File: src/rtl/y86_reg_sequencer_pkg.sv
// Shared definitions for the Y86 register-file sequencer.
//   - icode constants I_HALT..I_POPL
//   - register IDs R_EAX..R_EDI, R_ESP, R_NONE
//   - sequencer FSM state encoding
//   - helpers that fold out-of-range register IDs
package y86_defs;

  localparam logic [3:0] I_HALT   = 4'h0;
  localparam logic [3:0] I_NOP    = 4'h1;
  localparam logic [3:0] I_RRMOVL = 4'h2;
  localparam logic [3:0] I_IRMOVL = 4'h3;
  localparam logic [3:0] I_RMMOVL = 4'h4;
  localparam logic [3:0] I_MRMOVL = 4'h5;
  localparam logic [3:0] I_OPL    = 4'h6;
  localparam logic [3:0] I_JXX    = 4'h7;
  localparam logic [3:0] I_CALL   = 4'h8;
  localparam logic [3:0] I_RET    = 4'h9;
  localparam logic [3:0] I_PUSHL  = 4'hA;
  localparam logic [3:0] I_POPL   = 4'hB;

  localparam logic [3:0] R_EAX  = 4'h0;
  localparam logic [3:0] R_ECX  = 4'h1;
  localparam logic [3:0] R_EDX  = 4'h2;
  localparam logic [3:0] R_EBX  = 4'h3;
  localparam logic [3:0] R_ESP  = 4'h4;
  localparam logic [3:0] R_EBP  = 4'h5;
  localparam logic [3:0] R_ESI  = 4'h6;
  localparam logic [3:0] R_EDI  = 4'h7;
  localparam logic [3:0] R_NONE = 4'hF;

  typedef enum logic [2:0] {
    S_IDLE = 3'd0,
    S_RD   = 3'd1,
    S_CAP  = 3'd2,
    S_EXE  = 3'd3,
    S_WAIT = 3'd4,
    S_WBE  = 3'd5,
    S_WBM  = 3'd6
  } seq_state_t;

  // Only IDs 0-7 address real registers; a bogus source ID reads %eax.
  function automatic logic [2:0] src_sel(input logic [3:0] id);
    return id[3] ? R_EAX[2:0] : id[2:0];
  endfunction

  // A bogus destination ID becomes "no register".
  function automatic logic [3:0] dst_sel(input logic [3:0] id, input logic [3:0] none_id);
    return id[3] ? none_id : id;
  endfunction

endpackage

File: src/rtl/y86_reg_sequencer_if.sv
// Bus bundle between the sequencer and its neighbours.
//   fetch/decode : inst_valid, inst_ready, icode, rA, rB
//   register file: srcA, srcB, valA, valB, dstW, Write, wdata
//   execute unit : exe_valid, exe_ready, exe_icode, opA, opB,
//                  res_valid, res_valE, res_valM
//   status       : halted, ins_err
// master = sequencer side, slave = environment side.
interface y86_reg_sequencer_if;
  logic        inst_valid;
  logic        inst_ready;
  logic [3:0]  icode;
  logic [3:0]  rA;
  logic [3:0]  rB;
  logic [2:0]  srcA;
  logic [2:0]  srcB;
  logic [31:0] valA;
  logic [31:0] valB;
  logic [2:0]  dstW;
  logic        Write;
  logic [31:0] wdata;
  logic        exe_valid;
  logic        exe_ready;
  logic [3:0]  exe_icode;
  logic [31:0] opA;
  logic [31:0] opB;
  logic        res_valid;
  logic [31:0] res_valE;
  logic [31:0] res_valM;
  logic        halted;
  logic        ins_err;

  modport master (
    input  inst_valid, icode, rA, rB, valA, valB, exe_ready,
           res_valid, res_valE, res_valM,
    output inst_ready, srcA, srcB, dstW, Write, wdata, exe_valid,
           exe_icode, opA, opB, halted, ins_err
  );

  modport slave (
    output inst_valid, icode, rA, rB, valA, valB, exe_ready,
           res_valid, res_valE, res_valM,
    input  inst_ready, srcA, srcB, dstW, Write, wdata, exe_valid,
           exe_icode, opA, opB, halted, ins_err
  );
endinterface

File: src/rtl/y86_reg_sequencer_decode.sv
// Combinational register decode for one Y86 instruction.
//   icode_i, rA_i, rB_i : instruction fields
//   srcA_o, srcB_o      : read selects (bogus IDs fold to register 0)
//   dstE_o, dstM_o      : write IDs (bogus IDs fold to NONE_ID)
module y86_reg_decode
  import y86_defs::*;
#(
  parameter int ESP_ID  = 4,
  parameter int NONE_ID = 15
) (
  input  logic [3:0] icode_i,
  input  logic [3:0] rA_i,
  input  logic [3:0] rB_i,
  output logic [2:0] srcA_o,
  output logic [2:0] srcB_o,
  output logic [3:0] dstE_o,
  output logic [3:0] dstM_o
);

  localparam logic [3:0] ESP  = 4'(ESP_ID);
  localparam logic [3:0] NONE = 4'(NONE_ID);

  logic [3:0] a_id, b_id, e_id, m_id;

  always_comb begin
    a_id = R_EAX;
    b_id = R_EAX;
    e_id = NONE;
    m_id = NONE;
    case (icode_i)
      I_RRMOVL: begin a_id = rA_i; e_id = rB_i; end
      I_IRMOVL: e_id = rB_i;
      I_RMMOVL: begin a_id = rA_i; b_id = rB_i; end
      I_MRMOVL: begin b_id = rB_i; m_id = rA_i; end
      I_OPL:    begin a_id = rA_i; b_id = rB_i; e_id = rB_i; end
      I_CALL:   begin b_id = ESP;  e_id = ESP; end
      I_RET:    begin a_id = ESP;  b_id = ESP;  e_id = ESP; end
      I_PUSHL:  begin a_id = rA_i; b_id = ESP;  e_id = ESP; end
      I_POPL:   begin a_id = ESP;  b_id = ESP;  e_id = ESP; m_id = rA_i; end
      default:  ;
    endcase
  end

  assign srcA_o = src_sel(a_id);
  assign srcB_o = src_sel(b_id);
  assign dstE_o = dst_sel(e_id, NONE);
  assign dstM_o = dst_sel(m_id, NONE);

endmodule

File: src/rtl/y86_reg_sequencer.sv
// Multi-cycle register-file sequencer for the Simple Y86 core.
// Accepts a decoded instruction, reads its sources, hands operands to the
// execute unit, waits for the result and writes back dstE then dstM.
//   CLK   : clock
//   reset : synchronous, active-high; aborts any instruction in flight
//   bus   : y86_reg_sequencer_if.master (instruction, regfile, execute, status)
//
// state | meaning
// IDLE  | ready for an instruction (unless halted)
// RD    | register file samples srcA/srcB
// CAP   | capture valA/valB into opA/opB
// EXE   | exe_valid held until exe_ready
// WAIT  | waiting for res_valid
// WBE   | write dstE with valE
// WBM   | write dstM with valM, update sticky status
module y86_reg_sequencer
  import y86_defs::*;
#(
  parameter int ESP_ID  = 4,
  parameter int NONE_ID = 15
) (
  input logic CLK,
  input logic reset,
  y86_reg_sequencer_if.master bus
);

  localparam logic [3:0] NONE = 4'(NONE_ID);

  seq_state_t  state_q;
  logic [3:0]  icode_q;
  logic [2:0]  srcA_q, srcB_q;
  logic [3:0]  dstE_q, dstM_q;
  logic [31:0] opA_q, opB_q;
  logic [31:0] valM_q;
  logic        exe_valid_q;
  logic        write_q;
  logic [2:0]  dstW_q;
  logic [31:0] wdata_q;
  logic        halted_q, ins_err_q;

  logic [2:0]  dec_srcA, dec_srcB;
  logic [3:0]  dec_dstE, dec_dstM;

  y86_reg_decode #(.ESP_ID(ESP_ID), .NONE_ID(NONE_ID)) u_decode (
    .icode_i (bus.icode),
    .rA_i    (bus.rA),
    .rB_i    (bus.rB),
    .srcA_o  (dec_srcA),
    .srcB_o  (dec_srcB),
    .dstE_o  (dec_dstE),
    .dstM_o  (dec_dstM)
  );

  always_ff @(posedge CLK) begin
    if (reset) begin
      state_q     <= S_IDLE;
      icode_q     <= '0;
      srcA_q      <= '0;
      srcB_q      <= '0;
      dstE_q      <= NONE;
      dstM_q      <= NONE;
      opA_q       <= '0;
      opB_q       <= '0;
      valM_q      <= '0;
      exe_valid_q <= 1'b0;
      write_q     <= 1'b0;
      dstW_q      <= '0;
      wdata_q     <= '0;
      halted_q    <= 1'b0;
      ins_err_q   <= 1'b0;
    end else begin
      case (state_q)
        S_IDLE: begin
          if (bus.inst_valid && !halted_q) begin
            icode_q <= bus.icode;
            srcA_q  <= dec_srcA;
            srcB_q  <= dec_srcB;
            dstE_q  <= dec_dstE;
            dstM_q  <= dec_dstM;
            state_q <= S_RD;
          end
        end
        S_RD: state_q <= S_CAP;
        S_CAP: begin
          opA_q       <= bus.valA;
          opB_q       <= bus.valB;
          exe_valid_q <= 1'b1;
          state_q     <= S_EXE;
        end
        S_EXE: begin
          if (bus.exe_ready) begin
            exe_valid_q <= 1'b0;
            state_q     <= S_WAIT;
          end
        end
        S_WAIT: begin
          // Write strobe for WBE is staged here so it leaves a flop.
          if (bus.res_valid) begin
            valM_q  <= bus.res_valM;
            write_q <= (dstE_q != NONE);
            dstW_q  <= dstE_q[2:0];
            wdata_q <= bus.res_valE;
            state_q <= S_WBE;
          end
        end
        S_WBE: begin
          // dstM lands after dstE, so popl %esp ends with valM in %esp.
          write_q <= (dstM_q != NONE);
          dstW_q  <= dstM_q[2:0];
          wdata_q <= valM_q;
          state_q <= S_WBM;
        end
        S_WBM: begin
          write_q   <= 1'b0;
          dstW_q    <= '0;
          wdata_q   <= '0;
          halted_q  <= halted_q  | (icode_q == I_HALT);
          ins_err_q <= ins_err_q | (icode_q > I_POPL);
          state_q   <= S_IDLE;
        end
        default: state_q <= S_IDLE;
      endcase
    end
  end

  assign bus.inst_ready = (state_q == S_IDLE) && !halted_q;
  assign bus.srcA       = srcA_q;
  assign bus.srcB       = srcB_q;
  assign bus.dstW       = dstW_q;
  assign bus.Write      = write_q;
  assign bus.wdata      = wdata_q;
  assign bus.exe_valid  = exe_valid_q;
  assign bus.exe_icode  = icode_q;
  assign bus.opA        = opA_q;
  assign bus.opB        = opB_q;
  assign bus.halted     = halted_q;
  assign bus.ins_err    = ins_err_q;

endmodule

File: src/flat_wrapper.sv
// flat-port wrapper written by rule: the top's interface ports become plain ports
module y86_reg_sequencer_flat import y86_defs::*;
#(
  parameter int ESP_ID  = 4,
  parameter int NONE_ID = 15
)
  (CLK, reset, bus_inst_valid, bus_icode, bus_rA, bus_rB, bus_valA, bus_valB, bus_exe_ready, bus_res_valid, bus_res_valE, bus_res_valM, bus_inst_ready, bus_srcA, bus_srcB, bus_dstW, bus_Write, bus_wdata, bus_exe_valid, bus_exe_icode, bus_opA, bus_opB, bus_halted, bus_ins_err);
  y86_reg_sequencer_if bus_i ();
  input logic CLK;
  input logic reset;
  input wire logic [$bits(bus_i.inst_valid)-1:0] bus_inst_valid;
  input wire logic [$bits(bus_i.icode)-1:0] bus_icode;
  input wire logic [$bits(bus_i.rA)-1:0] bus_rA;
  input wire logic [$bits(bus_i.rB)-1:0] bus_rB;
  input wire logic [$bits(bus_i.valA)-1:0] bus_valA;
  input wire logic [$bits(bus_i.valB)-1:0] bus_valB;
  input wire logic [$bits(bus_i.exe_ready)-1:0] bus_exe_ready;
  input wire logic [$bits(bus_i.res_valid)-1:0] bus_res_valid;
  input wire logic [$bits(bus_i.res_valE)-1:0] bus_res_valE;
  input wire logic [$bits(bus_i.res_valM)-1:0] bus_res_valM;
  output wire logic [$bits(bus_i.inst_ready)-1:0] bus_inst_ready;
  output wire logic [$bits(bus_i.srcA)-1:0] bus_srcA;
  output wire logic [$bits(bus_i.srcB)-1:0] bus_srcB;
  output wire logic [$bits(bus_i.dstW)-1:0] bus_dstW;
  output wire logic [$bits(bus_i.Write)-1:0] bus_Write;
  output wire logic [$bits(bus_i.wdata)-1:0] bus_wdata;
  output wire logic [$bits(bus_i.exe_valid)-1:0] bus_exe_valid;
  output wire logic [$bits(bus_i.exe_icode)-1:0] bus_exe_icode;
  output wire logic [$bits(bus_i.opA)-1:0] bus_opA;
  output wire logic [$bits(bus_i.opB)-1:0] bus_opB;
  output wire logic [$bits(bus_i.halted)-1:0] bus_halted;
  output wire logic [$bits(bus_i.ins_err)-1:0] bus_ins_err;
  assign bus_i.inst_valid = bus_inst_valid;
  assign bus_i.icode = bus_icode;
  assign bus_i.rA = bus_rA;
  assign bus_i.rB = bus_rB;
  assign bus_i.valA = bus_valA;
  assign bus_i.valB = bus_valB;
  assign bus_i.exe_ready = bus_exe_ready;
  assign bus_i.res_valid = bus_res_valid;
  assign bus_i.res_valE = bus_res_valE;
  assign bus_i.res_valM = bus_res_valM;
  assign bus_inst_ready = bus_i.inst_ready;
  assign bus_srcA = bus_i.srcA;
  assign bus_srcB = bus_i.srcB;
  assign bus_dstW = bus_i.dstW;
  assign bus_Write = bus_i.Write;
  assign bus_wdata = bus_i.wdata;
  assign bus_exe_valid = bus_i.exe_valid;
  assign bus_exe_icode = bus_i.exe_icode;
  assign bus_opA = bus_i.opA;
  assign bus_opB = bus_i.opB;
  assign bus_halted = bus_i.halted;
  assign bus_ins_err = bus_i.ins_err;
  y86_reg_sequencer #(.ESP_ID(ESP_ID), .NONE_ID(NONE_ID)) u_core (.CLK(CLK), .reset(reset), .bus(bus_i));
endmodule
File: config.mk
export PLATFORM = sky130hd
export DESIGN_NAME = y86_reg_sequencer_flat
export DESIGN_NICKNAME = d
export VERILOG_FILES = /design/src/rtl/y86_reg_sequencer_pkg.sv /design/src/rtl/y86_reg_sequencer_if.sv /design/src/rtl/y86_reg_sequencer_decode.sv /design/src/rtl/y86_reg_sequencer.sv /design/src/flat_wrapper.sv
export SDC_FILE = /design/constraint.sdc
export NUM_CORES = 1
export LEC_CHECK = 0
export ABC_AREA = 1
export BUFFER_PORTS_ARGS = -buffer_cell sky130_fd_sc_hd__buf_4
export CAP_MARGIN = 0
export CORE_MARGIN = 2
export CORE_UTILIZATION = 53
export CTS_BUF_LIST = sky130_fd_sc_hd__clkbuf_8
export DETAILED_ROUTE_END_ITERATION = 12
export PLACE_DENSITY = 0.87
export SLEW_MARGIN = 25
export SYNTH_ARGS = -nofsm -noshare
export SYNTH_HDL_FRONTEND = slang
export SYNTH_SLANG_ARGS = --single-unit
export TNS_END_PERCENT = 5
File: constraint.sdc
create_clock -name CLK -period 3.6 [get_ports CLK]
set_clock_uncertainty 0.2 [all_clocks]
set_input_delay 0.36 -clock CLK [delete_from_list [all_inputs] [get_ports CLK]]
set_output_delay 0.36 -clock CLK [all_outputs]
set_load 0.01 [all_outputs]
==> flow_summary.json <==
{
  "antenna_found_initial": 2,
  "peakVddDrop_uv": 362,
  "grt_usage": 0.386,
  "portBuffers": 258,
  "clk_pin_slew_ns": 0.08,
  "finalCriticalPeriod_ns": 2.64,
  "floorplan.initialDensity": 0.540,
  "synth_edf_count": 0,
  "status": "complete, no violations",
  "critPathCaptureType": "flip-flop",
  "core_region_area_um2": 11300,
  "max_freq_mhz": 378,
  "final_common_cell": "buf_4",
  "vias": 7498,
  "hold_viol": 0,
  "drtIter0Drc": 808,
  "io_pins": 259,
  "utilization": 0.859,
  "relSlewSlack": 0.443,
  "tns_ns": 0,
  "crit_chain": "inv_2 -> nor3_4 -> buf_4 -> nand2_2 -> nand2_4 -> inv_2 -> o21ai_1 -> a21oi_1",
  "overflow": 0,
  "clk_path_buf_depth": 2,
  "grt_pass1_vias": 7518,
  "setup.worst_path.class": "reg -> reg",
  "slew_viol_final": 0,
  "cts.sinks": 156,
  "drv_cap": 0,
  "ys_seq_area_frac": 0.511,
  "avgViaCountPerCell": 5.79,
  "dr.pass1.iters": 7,
  "syn_area_per_cell_um2": 7.78,
  "path_common_cell": "inv_2",
  "drive_gt1_frac": 0.268,
  "rsz0062_at_grt": "no",
  "cp_slowest_cell": "dfxtp_1",
  "required_ns": 3.74,
  "clock_latency_ns": 0.45,
  "synthCells": 786,
  "grt_pass1_wl_mm": 38.5,
  "worstMarginPinSlew_ns": 0.836,
  "die_x_um": 111,
  "ys_seq_elements": 156,
  "cp_max_fo": 37,
  "max_stage_delay_ns": 0.47,
  "routedWlPerCell_um": 18.8,
  "cts_tree": "built",
  "grt_max_degree": 81,
  "cts_buffers": 17,
  "post-route-period-util": 0.734,
  "gp_congestion": 0.855,
  "postSynth.asyncResetShare": 0,
  "ys_warn_count": 0,
  "hold_class": "in -> reg",
  "synth_nets": 931,
  "cp_data_arrival_time_ns": 2.78,
  "cp-start-kind": "flip-flop",
  "synthFlopType": "dfxtp_1",
  "routed_wl_mm": 24.3,
  "htreeDepth": 4,
  "row_count": 39,
  "nets": 1282,
  "layout_common_cells": "buf_4 (266), a21oi_1 (182), dfxtp_1 (156), nand2_1 (136), nand3_1 (136)",
  "dieArea_um2": 12400,
  "dp_hpwl_mm": 12.3,
  "root_buffer": "clkbuf_8",
  "area.growth.synth_to_final_pct": 59.1,
  "setup_viol_count_final": 0,
  "powerDensity_nw_per_um2": 431,
  "syn_area_um2": 6120,
  "drc": 0,
  "synth_cell_types": 27,
  "leakage_nw": 4.28,
  "die_y_um": 111,
  "postRouteAntennaNets": 0
}
cell type report:
| type | count | area [um^2] |
|---|---|---|
| flip-flops and latches | 156 | 3120 |
| multi-input cells | 542 | 2590 |
| well taps | 143 | 179 |
| diodes | 2 | 5.00 |
| repair buffers | 400 | 3340 |
| clock inverters | 9 | 119 |
| clock buffers | 22 | 303 |
| fillers | 592 | 1590 |
| inverters | 20 | 75.1 |
where the power goes:
group	internal [mW]	switching, mW	total (mW)
Sequential	1.84	0.0871	1.92
Combinational	0.420	0.448	0.867
Clock	0.766	0.636	1.40
cell families after synthesis:
family	Yosys count	share of synthesized area
simple gates	307	0.227
compound gates	235	0.194
flops	156	0.511
buf+inv	88	0.0685
through the flow:
| stage | worst slack (ns) | instances | power, mW | cell area (um^2) | hold slack, ns |
|---|---|---|---|---|---|
| final | 0.957 | 1294 | 4.19 | 9730 | 0.00132 |
| after global routing | 0.756 | 1294 | 4.34 | 9730 | 0.00485 |
| after CTS | 0.993 | 1292 | 4.13 | 9720 | 0.000711 |
| after detailed placement | 1.04 | 1127 | 2.65 | 7960 | 0.243 |
| after global placement | 1.13 | 1127 | 2.63 | 7960 | 0.245 |
| after floorplan | 1.96 | 786 | 2.31 | 6120 | 0.227 |
critical path, delay by kind of cell (launching register included):
family          cells  cell delay, ns
flops               1            0.47
simple gates        3            0.63
compound gates      2            0.35
buf+inv             3            0.86
Yosys cell counts (all sizes together), types with 2 or more instances:
master	count	area share
a21oi	183	0.15
dfxtp	156	0.51
nand2	140	0.088
nand3	137	0.11
o21ai	48	0.039
buf	39	0.038
clkbuf	29	0.018
inv	20	0.012
nor2	13	0.0080
nor3	7	0.0076
nand4	5	0.0051
a22oi	2	0.0025
a31oi	2	0.0020
nand3b	2	0.0025
flip-flops by register name (all words and copies together), names as in the netlist:
name and count:
u_core.bus.exe_valid 1, u_core.valM_q 32, u_core.bus.srcA 3, u_core.dstE_q 4
u_core.bus.opA 32, u_core.bus.opB 32, u_core.bus.halted 1, u_core.bus.wdata 32
u_core.dstM_q 4, u_core.bus.ins_err 1, u_core.bus.exe_icode 4, u_core.bus.srcB 3
u_core.bus.dstW 3, u_core.bus.Write 1, u_core.state_q 3
per-layer routing:
layer	vias up	track usage	wire length [um]
met4	0	0.254	1650
li1	3402	-	-
met1	3409	0.432	8550
met2	544	0.645	11700
met5	-	0	0
met3	143	0.108	2430
timing repair:
item                      in CTS  in global routing
resized for setup              0                  0
hold buffers                 134                  0
hold endpoints to repair     137                  0
setup buffers                  0                  0
path summary, 6_finish.rpt:
| path | to | slack, ns | from | cells after the start |
|---|---|---|---|---|
| max | u_core.bus.wdata[14] | 0.96 | u_core.state_q[2] | 8 |
| min | u_core.bus.opB[29] | 0.001 | bus_valB[29] | 3 |
| min reg2reg | u_core.valM_q[13] | 0.26 | u_core.valM_q[13] | 2 |
| max reg2reg | u_core.bus.wdata[14] | 0.96 | u_core.state_q[2] | 8 |
Note: power is estimated with default switching activity, not from simulation.
